File: src/rtl/uart_flow_responder_if.sv
// Byte-level UART link and frame-level handshakes of the far-end flow responder.
// The slave modport is the responder; the master modport is its environment.
interface uart_flow_responder_if #(
   parameter int HEADER_SIZE  = 32,
   parameter int MESSAGE_SIZE = 512
);
   logic                    ll_rx_valid_in;
   logic [7:0]              ll_rx_byte_in;
   logic                    ll_rx_ready_out;
   logic                    frame_valid_out;
   logic                    frame_ready_in;
   logic [HEADER_SIZE-1:0]  frame_header_out;
   logic [MESSAGE_SIZE-1:0] frame_message_out;
   logic                    tx_valid_in;
   logic                    tx_ready_out;
   logic [HEADER_SIZE-1:0]  tx_header_in;
   logic [MESSAGE_SIZE-1:0] tx_message_in;
   logic                    ll_tx_valid_out;
   logic [7:0]              ll_tx_byte_out;
   logic                    ll_tx_ready_in;
   logic                    peer_stalled_out;
   logic [7:0]              ctrl_count_out;

   modport slave (
      input  ll_rx_valid_in, ll_rx_byte_in, frame_ready_in,
      input  tx_valid_in, tx_header_in, tx_message_in, ll_tx_ready_in,
      output ll_rx_ready_out, frame_valid_out,
      output frame_header_out, frame_message_out,
      output tx_ready_out, ll_tx_valid_out, ll_tx_byte_out,
      output peer_stalled_out, ctrl_count_out
   );

   modport master (
      output ll_rx_valid_in, ll_rx_byte_in, frame_ready_in,
      output tx_valid_in, tx_header_in, tx_message_in, ll_tx_ready_in,
      input  ll_rx_ready_out, frame_valid_out,
      input  frame_header_out, frame_message_out,
      input  tx_ready_out, ll_tx_valid_out, ll_tx_byte_out,
      input  peer_stalled_out, ctrl_count_out
   );
endinterface

File: src/rtl/uart_flow_responder.sv
// Far-end UART frame responder: deframes rx frames, decodes STALL/UNSTALL,
// and serializes tx frames MSB-first, pausing between frames while stalled.
module uart_flow_responder #(
   parameter int MESSAGE_SIZE = 512,
   parameter int HEADER_SIZE  = 32,
   parameter logic [HEADER_SIZE-1:0] STALL_HEADER   = 32'h0000_0080,
   parameter logic [HEADER_SIZE-1:0] UNSTALL_HEADER = 32'h0000_0040
) (
   input logic clk_in,
   input logic rst_in,
   uart_flow_responder_if.slave bus
);
   localparam int FRAME_BITS  = HEADER_SIZE + MESSAGE_SIZE;
   localparam int FRAME_BYTES = FRAME_BITS / 8;
   localparam int CW          = $clog2(FRAME_BYTES);
   localparam logic [CW-1:0] LAST = CW'(FRAME_BYTES - 1);

   typedef enum logic {RX_COLLECT, RX_HOLD} rx_state_t;
   typedef enum logic {TX_IDLE, TX_SEND} tx_state_t;

   rx_state_t rx_state, rx_next;
   tx_state_t tx_state, tx_next;

   logic [FRAME_BITS-1:0]   rx_sr, rx_full, tx_sr;
   logic [CW-1:0]           rx_cnt, tx_cnt;
   logic [HEADER_SIZE-1:0]  rx_hdr, hdr_q;
   logic [MESSAGE_SIZE-1:0] msg_q;
   logic [7:0]              ctrl_cnt;
   logic rx_fire, rx_last, is_stall, is_unstall, is_data;
   logic tx_ready, tx_accept, tx_fire, tx_last, stalled;

   // Classification looks at the register as it will be after this byte
   assign rx_full    = {rx_sr[FRAME_BITS-9:0], bus.ll_rx_byte_in};
   assign rx_hdr     = rx_full[FRAME_BITS-1 -: HEADER_SIZE];
   assign rx_fire    = bus.ll_rx_valid_in && (rx_state == RX_COLLECT);
   assign rx_last    = rx_fire && (rx_cnt == LAST);
   assign is_stall   = rx_last && (rx_hdr == STALL_HEADER);
   assign is_unstall = rx_last && (rx_hdr == UNSTALL_HEADER);
   assign is_data    = rx_last && !is_stall && !is_unstall;

   always_comb begin
      rx_next = rx_state;
      unique case (rx_state)
         RX_COLLECT: if (is_data) rx_next = RX_HOLD;
         RX_HOLD:    if (bus.frame_ready_in) rx_next = RX_COLLECT;
      endcase
   end

   always_ff @(posedge clk_in or negedge rst_in) begin
      if (!rst_in) rx_state <= RX_COLLECT;
      else         rx_state <= rx_next;
   end

   always_ff @(posedge clk_in or negedge rst_in) begin
      if (!rst_in) begin
         rx_sr    <= '0;
         rx_cnt   <= '0;
         stalled  <= 1'b0;
         ctrl_cnt <= 8'd0;
         hdr_q    <= '0;
         msg_q    <= '0;
      end else if (rx_fire) begin
         rx_sr  <= rx_full;
         rx_cnt <= rx_last ? '0 : rx_cnt + 1'b1;
         if (is_stall || is_unstall) begin
            stalled  <= is_stall;
            ctrl_cnt <= ctrl_cnt + 8'd1;
         end
         if (is_data) begin
            hdr_q <= rx_hdr;
            msg_q <= rx_full[MESSAGE_SIZE-1:0];
         end
      end
   end

   assign bus.ll_rx_ready_out   = (rx_state == RX_COLLECT);
   assign bus.frame_valid_out   = (rx_state == RX_HOLD);
   assign bus.frame_header_out  = hdr_q;
   assign bus.frame_message_out = msg_q;
   assign bus.peer_stalled_out  = stalled;
   assign bus.ctrl_count_out    = ctrl_cnt;

   // Stall only gates new frames; a frame already in TX_SEND runs to completion
   assign tx_ready  = (tx_state == TX_IDLE) && !stalled;
   assign tx_accept = bus.tx_valid_in && tx_ready;
   assign tx_fire   = (tx_state == TX_SEND) && bus.ll_tx_ready_in;
   assign tx_last   = tx_fire && (tx_cnt == LAST);

   always_comb begin
      tx_next = tx_state;
      unique case (tx_state)
         TX_IDLE: if (tx_accept) tx_next = TX_SEND;
         TX_SEND: if (tx_last) tx_next = TX_IDLE;
      endcase
   end

   always_ff @(posedge clk_in or negedge rst_in) begin
      if (!rst_in) tx_state <= TX_IDLE;
      else         tx_state <= tx_next;
   end

   always_ff @(posedge clk_in or negedge rst_in) begin
      if (!rst_in) begin
         tx_sr  <= '0;
         tx_cnt <= '0;
      end else if (tx_accept) begin
         tx_sr  <= {bus.tx_header_in, bus.tx_message_in};
         tx_cnt <= '0;
      end else if (tx_fire) begin
         tx_sr  <= tx_sr << 8;
         tx_cnt <= tx_cnt + 1'b1;
      end
   end

   assign bus.tx_ready_out    = tx_ready;
   assign bus.ll_tx_valid_out = (tx_state == TX_SEND);
   assign bus.ll_tx_byte_out  = tx_sr[FRAME_BITS-1 -: 8];
endmodule
File: src/flat_wrapper.sv
// flat-port wrapper written by rule: the top's interface ports become plain ports
module uart_flow_responder_flat 
#(
   parameter int MESSAGE_SIZE = 512,
   parameter int HEADER_SIZE  = 32,
   parameter logic [HEADER_SIZE-1:0] STALL_HEADER   = 32'h0000_0080,
   parameter logic [HEADER_SIZE-1:0] UNSTALL_HEADER = 32'h0000_0040
)
  (clk_in, rst_in, bus_ll_rx_valid_in, bus_ll_rx_byte_in, bus_frame_ready_in, bus_tx_valid_in, bus_tx_header_in, bus_tx_message_in, bus_ll_tx_ready_in, bus_ll_rx_ready_out, bus_frame_valid_out, bus_frame_header_out, bus_frame_message_out, bus_tx_ready_out, bus_ll_tx_valid_out, bus_ll_tx_byte_out, bus_peer_stalled_out, bus_ctrl_count_out);
  uart_flow_responder_if #(.HEADER_SIZE(HEADER_SIZE), .MESSAGE_SIZE(MESSAGE_SIZE)) bus_i ();
  input logic clk_in;
  input logic rst_in;
  input wire logic [$bits(bus_i.ll_rx_valid_in)-1:0] bus_ll_rx_valid_in;
  input wire logic [$bits(bus_i.ll_rx_byte_in)-1:0] bus_ll_rx_byte_in;
  input wire logic [$bits(bus_i.frame_ready_in)-1:0] bus_frame_ready_in;
  input wire logic [$bits(bus_i.tx_valid_in)-1:0] bus_tx_valid_in;
  input wire logic [$bits(bus_i.tx_header_in)-1:0] bus_tx_header_in;
  input wire logic [$bits(bus_i.tx_message_in)-1:0] bus_tx_message_in;
  input wire logic [$bits(bus_i.ll_tx_ready_in)-1:0] bus_ll_tx_ready_in;
  output wire logic [$bits(bus_i.ll_rx_ready_out)-1:0] bus_ll_rx_ready_out;
  output wire logic [$bits(bus_i.frame_valid_out)-1:0] bus_frame_valid_out;
  output wire logic [$bits(bus_i.frame_header_out)-1:0] bus_frame_header_out;
  output wire logic [$bits(bus_i.frame_message_out)-1:0] bus_frame_message_out;
  output wire logic [$bits(bus_i.tx_ready_out)-1:0] bus_tx_ready_out;
  output wire logic [$bits(bus_i.ll_tx_valid_out)-1:0] bus_ll_tx_valid_out;
  output wire logic [$bits(bus_i.ll_tx_byte_out)-1:0] bus_ll_tx_byte_out;
  output wire logic [$bits(bus_i.peer_stalled_out)-1:0] bus_peer_stalled_out;
  output wire logic [$bits(bus_i.ctrl_count_out)-1:0] bus_ctrl_count_out;
  assign bus_i.ll_rx_valid_in = bus_ll_rx_valid_in;
  assign bus_i.ll_rx_byte_in = bus_ll_rx_byte_in;
  assign bus_i.frame_ready_in = bus_frame_ready_in;
  assign bus_i.tx_valid_in = bus_tx_valid_in;
  assign bus_i.tx_header_in = bus_tx_header_in;
  assign bus_i.tx_message_in = bus_tx_message_in;
  assign bus_i.ll_tx_ready_in = bus_ll_tx_ready_in;
  assign bus_ll_rx_ready_out = bus_i.ll_rx_ready_out;
  assign bus_frame_valid_out = bus_i.frame_valid_out;
  assign bus_frame_header_out = bus_i.frame_header_out;
  assign bus_frame_message_out = bus_i.frame_message_out;
  assign bus_tx_ready_out = bus_i.tx_ready_out;
  assign bus_ll_tx_valid_out = bus_i.ll_tx_valid_out;
  assign bus_ll_tx_byte_out = bus_i.ll_tx_byte_out;
  assign bus_peer_stalled_out = bus_i.peer_stalled_out;
  assign bus_ctrl_count_out = bus_i.ctrl_count_out;
  uart_flow_responder #(.MESSAGE_SIZE(MESSAGE_SIZE), .HEADER_SIZE(HEADER_SIZE), .STALL_HEADER(STALL_HEADER), .UNSTALL_HEADER(UNSTALL_HEADER)) u_core (.clk_in(clk_in), .rst_in(rst_in), .bus(bus_i));
endmodule
File: config.mk
export PLATFORM = sky130hd
export DESIGN_NAME = uart_flow_responder_flat
export DESIGN_NICKNAME = d
export VERILOG_FILES = /design/src/rtl/uart_flow_responder_if.sv /design/src/rtl/uart_flow_responder.sv /design/src/flat_wrapper.sv
export SDC_FILE = /design/constraint.sdc
export NUM_CORES = 2
export LEC_CHECK = 0
export CORE_AREA = 2 2 437 439
export CTS_CLUSTER_DIAMETER = 50
export DETAILED_ROUTE_END_ITERATION = 12
export DIE_AREA = 0 0 439 441
export PLACE_DENSITY = 0.6
export RECOVER_POWER = 25
export SLEW_MARGIN = 20
export SYNTH_ARGS = -nofsm -noshare
export SYNTH_HDL_FRONTEND = slang
export SYNTH_SLANG_ARGS = --single-unit
File: constraint.sdc
create_clock -name clk_in -period 6.3 [get_ports clk_in]
set_input_delay 1.26 -clock clk_in [delete_from_list [all_inputs] [get_ports clk_in]]
set_output_delay 1.26 -clock clk_in [all_outputs]
set_load 0.02 [all_outputs]
==> results_dict.tcl <==
set metrics [dict create \
    finalCritPeriodShare_pct 77.7 \
    cts_root_buffer "clkbuf_16" \
    crit_buf_inv 2 \
    h-tree-depth 4 \
    drt_iter0_drc 4385 \
    overflow 0 \
    status "finished, violations left" \
    die_width_um 439 \
    cts_setup_buffers 0 \
    finalSetupTns_ns 0 \
    rr_startpoint "u_core.bus.frame_valid_out$_DFF_PN0_" \
    finalNetCount 8028 \
    holdCritStartpoint "u_core.rx_sr[55]$_DFFE_PN0P_" \
    cp_max_fo 79 \
    globalplace.congestion 0.912 \
    synth_area_mm2 0.0666 \
    die_h_um 441 \
    hold_class "register to register" \
    grt_pass1_vias 48800 \
    cpMaxStageDelayCell "nand2_1" \
    vdd_drop_max_uv 251 \
    port-buffer-count 1122 \
    required_ns 7.06 \
    grt_pass1_wl_um 314000 \
    path_cells "dlygate4sd3_1 -> nand2_1 -> buf_4 -> nand2_1 -> nand2_1" \
    fillers 17800 \
    path_class "primary input to register" \
    p_per_area_mw_per_mm2 353 \
    cp_common_cell "nand2_1" \
    grt_start_max_net_pins 215 \
    critPathLaunchType "primary input" \
    clk_pin_slew_worst_paths_ns 0.06 \
    ys.flop_type "dfrtp_1" \
    rsz0062_at_grt "false" \
    cts_inserted_buffers 190 \
    avgSynthCellArea_um2 10.2 \
    worstPathArrival_ns 5.66 \
    finalHoldViolCount 0 \
    syn_to_final_growth_pct 29.8 \
    final_common_cell "nand2_1" \
    vias 49900 \
    num_rows 160 \
    cts_resized 0 \
    fmax_mhz 204 \
    relSlewSlack_pct -148 \
    maxSlewViolCount 194 \
    via_per_inst 4.92 \
    ys_seq_area_share_pct 62.0 \
    start_util_pct 35.2 \
    crit_family "simple AND/OR/NAND/NOR gates" \
    clock_latency_ns 0.84 \
    layout_common_cells "2713 x nand2_1, 1649 x dfrtp_1, 1120 x clkdlybuf4s50_1, 545 x nor2_1, 536 x a31oi_1" \
    slowest_delay_ns 2.51 \
    hpwl_um 151000 \
    synth_seq_cells 1649 \
    ioPinCount 1123 \
    drc 0 \
    drive_gt1_share_pct 11.1 \
    ys_types 43 \
    synth_edf_count 0 \
    drtPass1Iterations 8 \
    p_leak_nw 42.4 \
    max_cap_violations 2 \
    wl_per_cell_um 21.0 \
    clock-sinks 1649 \
    finalSetupViolCount 0 \
    drtAntennaViolNets 0 \
    grt.total_usage_pct 21.4 \
    violations "capacitance limit, slew limit" \
    dieArea_mm2 0.194 \
    startpoint "bus_ll_rx_valid_in" \
    postCtsHoldBufs 0 \
    critPathCaptureType "register" \
    finish.utilization_pct 45.7 \
    yosys_warnings 0 \
    async_flop_share_pct 100 \
    min_period_ns 4.90 \
    syn_nets 7081 \
    core_mm2 0.189 \
    cts_tree "done" \
    drt_wl_total_um 214000 \
    antenna_found_initial 39 \
    worst_slew_pin_slew_ns 3.72 \
    fin_worst_skew_ns 0.0484 \
    synth_cells 6520 \
    cts_buffer_depth 3 \
]
[layer usage]
metal  routed length [um]  GRT usage [%]  vias to the layer above
met5                  167              0                        -
met4                11600           11.5                       28
met3                10700           3.76                      405
met2               105000           35.0                     1356
met1                85900           27.0                    25000
li1                     -              -                    23200
[power by group]
part	internal, mW	switching (mW)	total, mW	leakage (nW)
clock network	6.54	4.57	11.1	3.12
logic	2.12	3.49	5.61	18.3
registers	12.5	1.26	13.8	21.0
total	21.2	9.32	30.5	42.4
[per-stage QoR]
step                std cells  area (um2)  setup WS [ns]  hold slack (ns)  power (mW)
floorplan                6520       66600           3.39            0.453        17.3
global placement         9786       80000           2.16            0.460        19.3
global route            10100       86400           1.30            0.501        32.1
finish                  10200       86400           1.40            0.472        30.5
CTS                     10100       86400           2.52            0.395        30.7
detailed placement       9786       80000           2.14            0.474        19.5
[state kept, by name, indices dropped and copies added (netlist names)]
register and cells:
u_core.bus.frame_valid_out 1, u_core.bus.ctrl_count_out 8, u_core.bus.frame_message_out 512, u_core.rx_cnt 7, u_core.bus.ll_tx_valid_out 1, u_core.bus.frame_header_out 32
u_core.rx_sr 536, u_core.tx_sr 544, u_core.bus.peer_stalled_out 1, u_core.tx_cnt 7
[layout make-up]
cell class	instances	area [um2]	area share [%]
well taps	2511	3140	3.64
diodes	24	60.1	0.0695
clock buffers	281	5540	6.41
repair buffers	1189	12200	14.1
clock inverters	60	818	0.947
inverters	6	22.5	0.0261
multi-input cells	4431	23400	27.1
flip-flops and latches	1649	41300	47.8
[synth_stat cells (all sizes together), types with 2 or more instances]
cell type  instances  area share (%)
and3               3           0.028
nand4b             2           0.026
nand3             14            0.11
and2               3           0.028
xnor2              7           0.092
nor3               3           0.023
o21ai              4           0.030
nand2           2715              15
dfrtp           1649              62
mux2             539              11
nand4              6           0.056
nor2             545             3.1
clkbuf           340             1.9
a31oi            536             5.0
xor2              11            0.14
o31ai              3           0.034
inv                6           0.034
a22o               4           0.053
ha                 3           0.056
and4               2           0.026
nor4              14            0.13
buf               94             1.0
o41ai              2           0.026
[worst reg2reg max path: cells and delay by family (launching register included)]
family,cells,cell delay [ns]
flip-flops,1,0.47
AND/OR/NAND/NOR,3,2.83
buffers and inverters,2,1.04
[path summary, 6_finish.rpt]
check | end | slack (ns) | cells past startpoint
min in group asynchronous | u_core.rx_sr[70]$_DFFE_PN0P_ | 1.68 | 1
setup / recovery | u_core.rx_sr[102]$_DFFE_PN0P_ | 1.40 | 5
setup reg to reg | u_core.rx_sr[102]$_DFFE_PN0P_ | 1.88 | 5
hold reg to reg | u_core.rx_sr[63]$_DFFE_PN0P_ | 0.47 | 2
max in group asynchronous | u_core.bus.frame_message_out[398]$_DFFE_PN0P_ | 2.05 | 3
hold / removal | u_core.rx_sr[63]$_DFFE_PN0P_ | 0.47 | 2
[cell families after synthesis]
group | after synthesis | synth area share, %
AO/OA/AOI/OAI | 558 | 5.29
XOR/XNOR | 18 | 0.237
adder cells (fa/ha/maj) | 3 | 0.0564
buffers and inverters | 440 | 2.95
flip-flops | 1649 | 62.0
multiplexers | 540 | 10.6
AND/OR/NAND/NOR | 3312 | 18.9
Note: power is estimated with default switching activity, not from simulation.
